`config.mk`:
```
export PLATFORM = sky130hd
export DESIGN_NAME = fetch_stage
export DESIGN_NICKNAME = d
export VERILOG_FILES = /design/src/rtl/fetch_stage.sv
export SDC_FILE = /design/constraint.sdc
export NUM_CORES = 1
export LEC_CHECK = 0
export CELL_PAD_IN_SITES_DETAIL_PLACEMENT = 2
export CELL_PAD_IN_SITES_GLOBAL_PLACEMENT = 2
export CORE_UTILIZATION = 29
export CTS_CLUSTER_DIAMETER = 120
export CTS_CLUSTER_SIZE = 12
export DETAILED_ROUTE_END_ITERATION = 10
export PLACE_DENSITY = 0.77
export SLEW_MARGIN = 20
export SYNTH_ARGS = -nofsm -noshare
export SYNTH_HDL_FRONTEND = slang
export SYNTH_SLANG_ARGS = --single-unit
```
`constraint.sdc`:
```
create_clock -name clk -period 2 [get_ports clk]
set_input_delay 0.6 -clock clk [delete_from_list [all_inputs] [get_ports clk]]
set_output_delay 0.6 -clock clk [all_outputs]
set_load 0.02 [all_outputs]
```
`src/rtl/fetch_stage.sv`:
```
// fetch_stage: MIPS IF stage with single-outstanding imem handshake, IF/ID register and one-entry skid buffer.
// Optional macro PC_ALIGN_CHECK_EN adds the sticky AdELF misaligned-redirect flag.
module fetch_stage #(
  parameter int WIDTH = 32,
  parameter logic [WIDTH-1:0] RESET_PC = 32'hBFC0_0000
) (
  input  logic             clk,
  input  logic             rst_n,
  input  logic             StallF,
  input  logic             StallD,
  input  logic             FlushD,
  input  logic             PCSrcD,
  input  logic [WIDTH-1:0] PCBranchD,
  output logic             IMemReq,
  output logic [WIDTH-1:0] IMemAddr,
  input  logic             IMemReady,
  input  logic [WIDTH-1:0] IMemRData,
  output logic [WIDTH-1:0] InstrD,
  output logic [WIDTH-1:0] PCPlus4D,
  output logic             ValidD,
  output logic [WIDTH-1:0] PCF
`ifdef PC_ALIGN_CHECK_EN
  ,
  output logic             AdELF
`endif
);
  typedef enum logic {IDLE, REQ} state_t;
  state_t state_q, state_d;
  logic [WIDTH-1:0] pcf_q, pcf_d, redir_pc_q, redir_pc_d;
  logic [WIDTH-1:0] instr_q, instr_d, pcp4_q, pcp4_d;
  logic [WIDTH-1:0] buf_instr_q, buf_instr_d, buf_pcp4_q, buf_pcp4_d;
  logic [WIDTH-1:0] target, fetch_pcp4;
  logic redir_pend_q, redir_pend_d, valid_q, valid_d, buf_valid_q, buf_valid_d;
  logic redir, accept;
  assign redir      = PCSrcD & ~StallD;
  assign target     = PCBranchD & ~WIDTH'(3);
  assign fetch_pcp4 = pcf_q + WIDTH'(4);
  assign accept     = (state_q == REQ) & IMemReady & ~redir_pend_q & ~redir;
  assign IMemReq    = (state_q == REQ);
  assign IMemAddr   = pcf_q;
  assign PCF        = pcf_q;
  assign InstrD     = instr_q;
  assign PCPlus4D   = pcp4_q;
  assign ValidD     = valid_q;
  // IF/ID register and skid buffer
  always_comb begin
    instr_d     = instr_q;
    pcp4_d      = pcp4_q;
    valid_d     = valid_q;
    buf_valid_d = buf_valid_q;
    buf_instr_d = buf_instr_q;
    buf_pcp4_d  = buf_pcp4_q;
    if (StallD) begin
      buf_valid_d = buf_valid_q | accept;
      buf_instr_d = accept ? IMemRData : buf_instr_q;
      buf_pcp4_d  = accept ? fetch_pcp4 : buf_pcp4_q;
    end else if (FlushD | redir) begin
      valid_d     = 1'b0;
      buf_valid_d = 1'b0;
    end else if (buf_valid_q) begin
      instr_d     = buf_instr_q;
      pcp4_d      = buf_pcp4_q;
      valid_d     = 1'b1;
      buf_valid_d = accept;
      buf_instr_d = IMemRData;
      buf_pcp4_d  = fetch_pcp4;
    end else begin
      valid_d = accept;
      instr_d = accept ? IMemRData : instr_q;
      pcp4_d  = accept ? fetch_pcp4 : pcp4_q;
    end
  end
  // Fetch control; a redirect arriving mid-request is parked until the response retires
  always_comb begin
    state_d      = state_q;
    pcf_d        = pcf_q;
    redir_pend_d = redir_pend_q;
    redir_pc_d   = redir_pc_q;
    if (state_q == IDLE) begin
      pcf_d   = redir ? target : pcf_q;
      state_d = (!redir && !StallF && !buf_valid_q) ? REQ : IDLE;
    end else if (IMemReady) begin
      pcf_d        = accept ? fetch_pcp4 : (redir ? target : redir_pc_q);
      redir_pend_d = 1'b0;
      state_d      = (accept && !StallF && !buf_valid_d) ? REQ : IDLE;
    end else if (redir) begin
      redir_pc_d   = target;
      redir_pend_d = 1'b1;
    end
  end
  always_ff @(posedge clk or negedge rst_n) begin
    if (!rst_n) begin
      state_q      <= IDLE;
      pcf_q        <= RESET_PC;
      redir_pend_q <= 1'b0;
      redir_pc_q   <= '0;
      instr_q      <= '0;
      pcp4_q       <= '0;
      valid_q      <= 1'b0;
      buf_valid_q  <= 1'b0;
      buf_instr_q  <= '0;
      buf_pcp4_q   <= '0;
    end else begin
      state_q      <= state_d;
      pcf_q        <= pcf_d;
      redir_pend_q <= redir_pend_d;
      redir_pc_q   <= redir_pc_d;
      instr_q      <= instr_d;
      pcp4_q       <= pcp4_d;
      valid_q      <= valid_d;
      buf_valid_q  <= buf_valid_d;
      buf_instr_q  <= buf_instr_d;
      buf_pcp4_q   <= buf_pcp4_d;
    end
  end
`ifdef PC_ALIGN_CHECK_EN
  logic adelf_q, adelf_d;
  assign adelf_d = adelf_q | (redir & |PCBranchD[1:0]);
  assign AdELF   = adelf_q;
  always_ff @(posedge clk or negedge rst_n) begin
    if (!rst_n) adelf_q <= 1'b0;
    else adelf_q <= adelf_d;
  end
`endif
endmodule

```
---- Word level (Yosys, flattened, before mapping) ----
Cells that the tools add are included.
word-level totals
  register bits after elaboration ......... 196
  input bits .............................. 71
  output and inout bits ................... 130
  logic and storage cells ................. 68
operators by class
  add/sub/neg operators ................... 1
  equal/unequal tests ..................... 3
  muxes and demuxes ....................... 26
  bitwise gates (word level) .............. 11
  reduce and logical (&&, ||, !) cells .... 17
operators with widths
  cell                                                    number
  two-way mux 32 bit                                      15
  adder 32 x 3 -> 32 bit (second input constant)          1
  two-way mux 1 bit                                       11
  nonzero test 2 bit                                      4
  AND reduction 2 bit                                     3
  AND reduction 3 bit                                     2
  inverter 1 bit                                          5
  bitwise AND 1 bit                                       4
  logical AND 1 bit                                       4
  logical NOT 1 bit                                       4
  inequality test 2 bit (second input constant)           2
  inequality test 2 x 1 -> 1 bit (second input constant)  1
  OR 1 bit                                                2

---- Logic depth before layout (Yosys ltp) ----
Gate-level depths: netlist of run 1.
  depth after elaboration ................. 12
  mapped depth ............................ 9

---- Least setup slack after synthesis of run 1 ----
No wires, ideal clock.
  kind .................................... register to register
  from .................................... reg pcf_q[3], in the netlist IMemAddr[3]
  to ...................................... reg pcf_q[18], in the netlist IMemAddr[18]
  library setup time ...................... 0.127 ns
  arrival ................................. 2.205 ns
  data required time ...................... 1.873 ns
  path slack .............................. -0.331 ns
  cell stages (with the launch flop) ...... 7
  buffers on the path ..................... 0
  period minus slack after synthesis ...... 2.331 ns
  path through ............................ dfrtp_1 > ha_1 > nand3_1 > or4_4 > or2_4 > o22ai_1 > o2bb2a_1
between the ends
  cells in the longest elaborated chain, start to end .. 4
ends and longest elaborated chain
  item                    line  RTL
  from (decl)             29    logic [WIDTH-1:0] pcf_q, pcf_d, redir_pc_q, redir_pc_d;
  from (signal assigned)  105   pcf_q <= pcf_d;
  adder 32 x 3 -> 32 bit  37    assign fetch_pcp4 = pcf_q + WIDTH'(4);
  two-way mux 32 bit      83    pcf_d = accept ? fetch_pcp4 : (redir ? target : redir_pc_q);
  two-way mux 32 bit      82    end else if (IMemReady) begin
  two-way mux 32 bit      79    if (state_q == IDLE) begin
Every way passes these cells. The select of a mux whose other input is x is not followed.
A chain may end at the register's enable or synchronous reset.

---- Worst setup path after layout of run 1 ----
  from .................................... reg pcf_q[6], in the netlist IMemAddr[6]
  to ...................................... reg pcf_q[19], in the netlist IMemAddr[19]
The elaborated chain is that of the path after synthesis.

==> flow_results.org, run 1 <==
** Routing
- Final ANT Viol Nets :: 0
- After detailed routing, the wire length on met1 is between 15 and 20 mm.
- Total length of routed met2 wires :: around 17 mm
- Number of violations reported at the end of detailed-routing iteration 0 :: about 320
- Total wire length after detailed routing :: ~35 mm
- Length of routed met3 wiring :: around 1.5 mm
- Remaining DRCs :: 0
- Routed length per placed instance :: roughly 21 µm
- For this block, the via count after detailed routing is roughly 8500.
- Top layer in use :: met4
- Routed vias/inst :: between 5 and 6
- The pre-antenna-repair detailed-routing pass consisted of 4 iterations.

** Place
- Placer Congestion :: just under 0.8
- Summing all placed instances gives a cell area of 12700 µm².
- Final HPWL from detailed placement :: about 25 mm
- Instance count after placement with tap cells included :: roughly 1600
- Port-buffer cells :: 198

** Logic synthesis
- In this run, synthesis produced a sequential element count of just under 200.
- Of all flip-flops after synthesis, the portion carrying an async set or reset was 1.00.
- The number of nets in the synthesized netlist is between 1000 and 1500.
- Mean Syn Cell Area :: about 10 µm²
- Fraction of the yosys area taken by sequential cells :: 0.512
- In this run, synthesis inferred 0 flip-flops with an integrated enable.
- Largest family of logic cells by synthesized area :: compound AO/OA/AOI/OAI gates
- Of the total synthesized cell area, the portion taken by AND, OR, NAND and NOR gates is 0.143.
- The portion of synthesized area spent on multiplexers is 0.112.
- Area share of xor/xnor cells in the synthesized design :: 0.0219
- Synth Area in Compound Gates :: 0.146
- The Yosys step of the flow raised 0 warnings.
- The cell area that synthesis handed to floorplanning was about 9600 µm².
- Number of distinct standard cells referenced by the synthesized netlist :: 64
- Of the total synthesized cell area, the portion taken by full adders, half adders and majority gates is 0.00130.
- Top flip-flop cell by instance count after synthesis :: dfrtp_1
- The cell count after synthesis came out at 953.

** Pwr
- Worst IR drop on VDD :: ~0.63 mV
- Static power due to leakage :: 5.77 nW
- Post-layout power :: around 20 mW
- Dividing total power by cell area gives a power density of ~1500 nW/µm².

** Layout
- Ratio of cells with drive above 1 in the final layout :: 0.269
- Total inserted antenna cells :: 0
- Most frequent standard cell in the layout excluding fill and tap cells :: dfrtp_1
- Final cell count without fillers :: around 1700
- After routing the design area is between 10000 and 15000 µm².
- From synthesis to final layout, the design area changed by 40.4%.
- The top cell types in the final layout, fill and taps aside, are 175 x dfrtp_1, 116 x buf_4, 95 x dlygate4sd2_1.
- For this run, the post-layout net count is approximately 1300.

** Worst setup path
- Count of buffering cells on the critical path with inverters included :: 2
- Traced cell by cell, the critical path runs through buf_4, and4_4, nand4_1, buf_6, o21ai_1, a21oi_1, a211oi_1.
- Kind of cell adding the most delay to the critical path :: compound AO/OA/AOI/OAI gates
- Kind of critical path :: flip-flop to flip-flop
- Worst path slowest cell :: dfrtp_2
- On the worst path, the slowest cell contributes a delay of between 400 and 500 ps.
- Kind of end point of the critical path :: flip-flop
- Data on the critical path is required at its endpoint by around 2300 ps.
- Along the worst path, the maximum fanout reaches 7.
- Data arrives at the worst endpoint at 2390 ps.
- STA classifies the critical path startpoint as a flip-flop.

** Global route
- The total overflow left after global routing is 0.
- The number of global-route vias before repair came to slightly above 9000.
- First-pass GRT wire length :: 53.6 mm
- Antenna violations before repair :: 0
- For this run, the total global-route usage over all layers was measured as 0.208.
- Entering global routing, the biggest net connects 60 pins.

** Timing
- Max Clock Freq :: 484 MHz
- The number of slew-limit violations in the final report is 0.
- For the pin with the worst max-slew slack, the measured transition is 597 ps.
- Setup violations remaining at the end of the flow were counted as 8.
- The routed design could run at a clock period as short as about 2100 ps.
- Largest clock skew in the final design :: between 15 and 20 ps
- Setup repair after global routing could not meet its margin everywhere.
- Once routing completed, OpenROAD measured the worst setup slack at -66.5 ps.
- The count of endpoints failing hold in the final timing report came to 0.
- Worst hold slack :: 35.9 ps
- Measured against its own limit, the worst slew margin works out to 0.599.
- Of the available clock period, the critical path in the final layout requires 1.03.

** Run status
- The checks that failed: negative setup slack.
- Status :: finished, violations left

** Floorplanning
- The initial utilization of the core area, before any placement, comes to 0.295.
- Total I/O pin count :: ~200
- Area of the core region :: approximately 33000 µm²
- X dimension of the die :: roughly 180 µm
- Die area :: between 30000 and 40000 µm²
- After floorplanning, the core was divided into 66 placement rows.
- In this run the vertical extent of the chip is around 180 µm.

** Clocking
- CTS saw ~200 sinks.
- Clock tree from TritonCTS :: done
- Number of buffers created by CTS :: 17
- H-tree depth :: 4
- The later pin in the worst-skew pair is clocked with a latency of between 400 and 500 ps.
- Clock-pin slew was measured on the worst setup and hold paths at 80 ps.
- The longest clock path from root to sink contains 2 buffers.
- In this run the clock root is driven by a clkbuf_16.

** Min path
- The path class of the tightest hold or removal check is input port to async pin.

** Job
- # Max-Cap Violations :: 0
==> per-stage QoR <==
stage | TNS [ps] | util | worst slack (ps)
floorplan | -2340 | - | -103
global placement | -70310 | 0.389 | -513
detailed placement | -77320 | 0.389 | -586
CTS | -120 | 0.407 | -59.0
global route | -1130 | 0.414 | -169
finish | -218 | 0.414 | -66.5
==> registers in the layout, summed over array words and instances, names as in the netlist <==
signal / count
IMemAddr: 32
InstrD: 32
PCPlus4D: 32
buf_instr_q: 32
buf_pcp4_q: 32
redir_pc_q: 32
IMemReq: 1
ValidD: 1
buf_valid_q: 1
redir_pend_q: 1
==> synth_stat cells (all sizes together), types with 17 or more instances <==
cell	instances	area [µm²]
dfrtp	187	4680
a21oi	59	299
nand2	99	372
mux2i	39	390
buf	56	359
nand3	26	143
clkbuf	50	188
mux2	61	687
nor3	23	115
nor2	66	248
o21ai	85	425
o22ai	19	119
xnor2	17	149
==> cell type report <==
cell class / instances / area, µm²
clock buffers: 19 / 443
flip-flops and latches: 196 / 4930
repair buffers: 332 / 3000
well taps: 442 / 553
clock inverters: 12 / 121
inverters: 16 / 60.1
fillers: 3527 / 19100
multi-input cells: 635 / 4360
==> timing repair <==
item	4_1_cts	5_1_grt
setup buffers	12	10
hold buffers	0	0
pin swaps	13	16
setup endpoints to repair	187	68
gates resized for setup	198	58
==> cells by family (layout without fill, tap and decap cells) <==
logic type	after synthesis	in the layout
XOR/XNOR	24	24
multiplexers	100	100
AO/OA/AOI/OAI	232	232
buffers and inverters	122	379
adder cells (fa/ha/maj)	1	1
AND/OR/NAND/NOR	278	278
flip-flops	196	196
==> metal layers <==
metal	GRT usage	up-vias
met1	0.274	4363
li1	-	3833
met2	0.345	241
met3	0.0339	61
met5	0	-
met4	0.0707	0
==> power by group <==
group          internal [mW]  leakage [nW]  switching (mW)
logic                   4.12          3.16            5.70
registers               5.90          2.33            1.33
clock network           1.78         0.274            1.70
total                   11.8          5.77            8.73
==> worst paths after layout <==
check,start,to,slack [ps],depth (start not counted)
min in group clk,InstrD[28]$_DFFE_PN0P_,InstrD[28]$_DFFE_PN0P_,480,2
hold reg to reg,InstrD[28]$_DFFE_PN0P_,InstrD[28]$_DFFE_PN0P_,480,2
setup reg to reg,IMemAddr[6]$_DFFE_PN0P_,IMemAddr[19]$_DFFE_PN0P_,-70,7
hold / removal,rst_n,InstrD[3]$_DFFE_PN0P_,40,1
setup / recovery,IMemAddr[6]$_DFFE_PN0P_,IMemAddr[19]$_DFFE_PN0P_,-70,7
max in group asynchronous,rst_n,IMemAddr[31]$_DFFE_PN1P_,1330,2
Power figures use the tool's default switching activity.
==> run 2, diff against run 1 <==
--- a/config.mk
+++ b/config.mk
@@ -16,3 +16,4 @@
 export SYNTH_ARGS = -nofsm -noshare
 export SYNTH_HDL_FRONTEND = slang
 export SYNTH_SLANG_ARGS = --single-unit
+export TNS_END_PERCENT = 20
==> run 2 against run 1 <==
Against the previous run: the run still ends with negative setup slack left; flip-flop and latch count did not move; register-to-register slack got worse by 80 ps; clock power rose by 5.7%; critical path depth rose by 2; total power rose by 0.40%; wire length rose by 0.43%; utilization rose by 0.25 points; worst setup slack got worse by 93 ps; via count barely moved; critical path type is now input port to flip-flop.
==> flow_results.org, run 2 (synthesis results as in run 1) <==
** Run status
- Status :: finished, violations left
- Violated checks :: negative setup slack

** Timing
- Final Critical Period :: 2160 ps
- Total negative slack :: -460 ps
- Final setup violation count :: 10
- Largest clock skew in the final design :: 14.1 ps
- The count of endpoints failing hold in the final timing report was 0.
- In this run the tightest slew margin relative to its limit is 0.630.
- Max Transition Viols Final :: 0
- For the pin with the worst max-slew slack, the measured transition is approximately 550 ps.
- Final hold analysis gives a worst-case slack of roughly 130 ps.
- Fin crit share :: 1.08
- For this run, the top clock speed supported by timing is around 460 MHz.
- Setup repair after global routing could not meet its margin everywhere.
- Slack of the critical path :: -160 ps

** Layout
- In the layout the commonest cells are 177 x dfrtp_1, 126 x buf_4, 95 x nand2_1.
- Most frequent standard cell in the layout excluding fill and tap cells :: dfrtp_1
- Of the cells placed in the final design, the portion with a size suffix greater than 1 is 0.271.
- Area Overhead vs Synth :: 41.2%
- Final cell count without fillers :: ~1700
- In the final design database the tool counted ~1300 nets.

** Place
- Placer Congestion :: between 0.7 and 0.8
- Port-buffer cells :: about 200
- Including well taps, the total number of placed cells is between 1500 and 2000.
- Worst setup timing slack at the placement stage :: -539 ps
- Once detailed placement completed, the half-perimeter wirelength came to between 20 and 30 mm.

** Clocking
- TritonCTS built the clock tree.
- The later pin in the worst-skew pair is clocked with a latency of 440 ps.
- Clock Path Buffers :: 2
- In this run, CTS created clock tree buffers numbering 17.
- After clock tree synthesis, the clock-pin slew on the worst setup and hold paths is approximately 70 ps.
- In this run, post-CTS hold repair placed 0 buffers.
- For this design, the sink count on the clock tree is a little under 200.
- H-tree depth :: 4
- Clock tree root buffer cell :: clkbuf_16

** Pwr
- Static power due to leakage :: about 5.8 nW
- Total power divided by cell area :: about 1500 nW/µm²
- Post-layout power :: 20.6 mW
- Worst IR drop on VDD :: ~0.71 mV

** Worst setup path
- Worst path slowest cell :: clkdlybuf4s50_1
- Among the stages of the critical path, the cell type that occurs most often is buf_12.
- On the worst path, the slowest cell contributes a delay of ~500 ps.
- Reg2reg setup slack :: -150 ps
- Reg2reg end :: IMemAddr[25]$_DFFE_PN1P_
- Launch point of the worst reg-to-reg path :: IMemAddr[4]$_DFFE_PN0P_
- Traced cell by cell, the critical path runs through clkdlybuf4s50_1, buf_4, nand2_1, nor3_2, buf_12, buf_12, o41ai_2, a21oi_1, nor3_1.
- Length in cells of the worst reg-to-reg path :: 7
- At the worst endpoint, the arrival time is approximately 2500 ps.
- Setup crit start kind :: input port
- Counting both buffers and inverters, the worst setup path holds a total of 4.
- Kind of cell adding the most delay to the critical path :: buffers and inverters
- The worst setup path is captured at a flip-flop.
- Max FO, Critical Path :: 19
- Required time at the worst-slack endpoint :: 2340 ps
- The worst setup path is of the input port to flip-flop kind.

** Routing
- Top layer in use :: met4
- After detailed routing, the wire length on met1 is ~16 mm.
- The first detailed-routing pass ran for 4 iterations.
- In the routed layout, each cell is associated on average with a via count of a little over 5.
- Remaining DRCs :: 0
- The detailed router finished its first iteration with between 300 and 400 violations.
- Once detail routing completed, the nets flagged for antenna violations numbered 0.
- Summing over every cut layer, the via total after detailed routing is between 8000 and 9000.
- Length of routed met3 wiring :: 1.52 mm
- Total length of routed met2 wires :: around 17 mm
- The final layout contains routed wiring with a total length of 35.6 mm.
- In the final routed layout, each cell accounts on average for between 20 and 25 µm.

** Floorplanning
- The initial utilization of the core area, before any placement, comes to 0.295.
- Height of the die :: around 180 µm
- The floorplan step defined a die boundary enclosing ~34000 µm².
- Measured along the x axis, the die boundary spans 184 µm.
- Number of core rows :: 66
- Total I/O pin count :: 201
- Area of the core region :: around 33000 µm²

** Job
- # Max-Cap Violations :: 0

** Global route
- Antenna violations before repair :: 2
- Vias in the first global route :: slightly above 9000
- Summed over all layers, the global routing overflow is 0.
- The first global-routing pass estimated about 54 mm of wire.
- Entering global routing, the biggest net connects between 50 and 60 pins.
- Gr usage total :: 0.207

** Min path
- The worst hold path belongs to the class input port to async pin.
==> run 2: layer usage <==
metal / vias to the layer above / GRT usage
li1: 3846 / -
met1: 4363 / 0.270
met2: 226 / 0.347
met3: 58 / 0.0353
met4: 0 / 0.0680
met5: - / 0
==> run 2: what timing repair did <==
| item | 4_1_cts | 5_1_grt |
|---|---|---|
| cloned | 0 | 0 |
| setup endpoints to repair | 199 | 109 |
| resized for setup | 185 | 51 |
| buffers inserted | 3 | 8 |
| pin swaps | 8 | 16 |
==> run 2: worst max-delay path by stage <==
stage	startpoint	endpoint	slack (ps)	depth (start not counted)
floorplan	StallD	redir_pc_q[10]$_DFFE_PN0P_	-100	6
global placement	StallD	IMemAddr[24]$_DFFE_PN1P_	-450	8
detailed placement	StallD	IMemAddr[20]$_DFFE_PN0P_	-540	7
CTS	IMemAddr[4]$_DFFE_PN0P_	buf_pcp4_q[28]$_DFFE_PN0P_	-20	7
global route	IMemAddr[2]$_DFFE_PN0P_	IMemAddr[25]$_DFFE_PN1P_	-140	7
finish	IMemReady	IMemAddr[25]$_DFFE_PN1P_	-160	9
==> run 2: final cells by class <==
type,instances,area (µm²)
clock inverter,10,149
sequential,196,4930
clock buffer,20,457
tap,442,553
timing repair buffer,342,3080
inverter,16,60.1
antenna,2,5.00
fill,3483,19000
multi-input combinational,635,4320
==> run 2: stage by stage <==
| step | instance area [µm²] | util |
|---|---|---|
| 2_1_floorplan | 9680 | - |
| 3_3_place_gp | 12800 | 0.394 |
| 3_5_place_dp | 12800 | 0.394 |
| 4_1_cts | 13400 | 0.412 |
| 5_1_grt | 13500 | 0.416 |
| 6_report | 13500 | 0.416 |
==> run 2: power by group <==
part           switching [mW]  leakage, nW  internal [mW]
logic                    5.54         3.19           4.08
registers                1.41         2.33           5.90
clock network            1.63        0.295           2.05
==> run 2: worst reg2reg max path, stage by stage, from the launching register on <==
cell	delay [ps]
dfrtp_2	380
buf_4	120
and4_2	330
nand2_2	160
buf_4	200
o41ai_2	330
a21oi_1	240
nor3_1	280
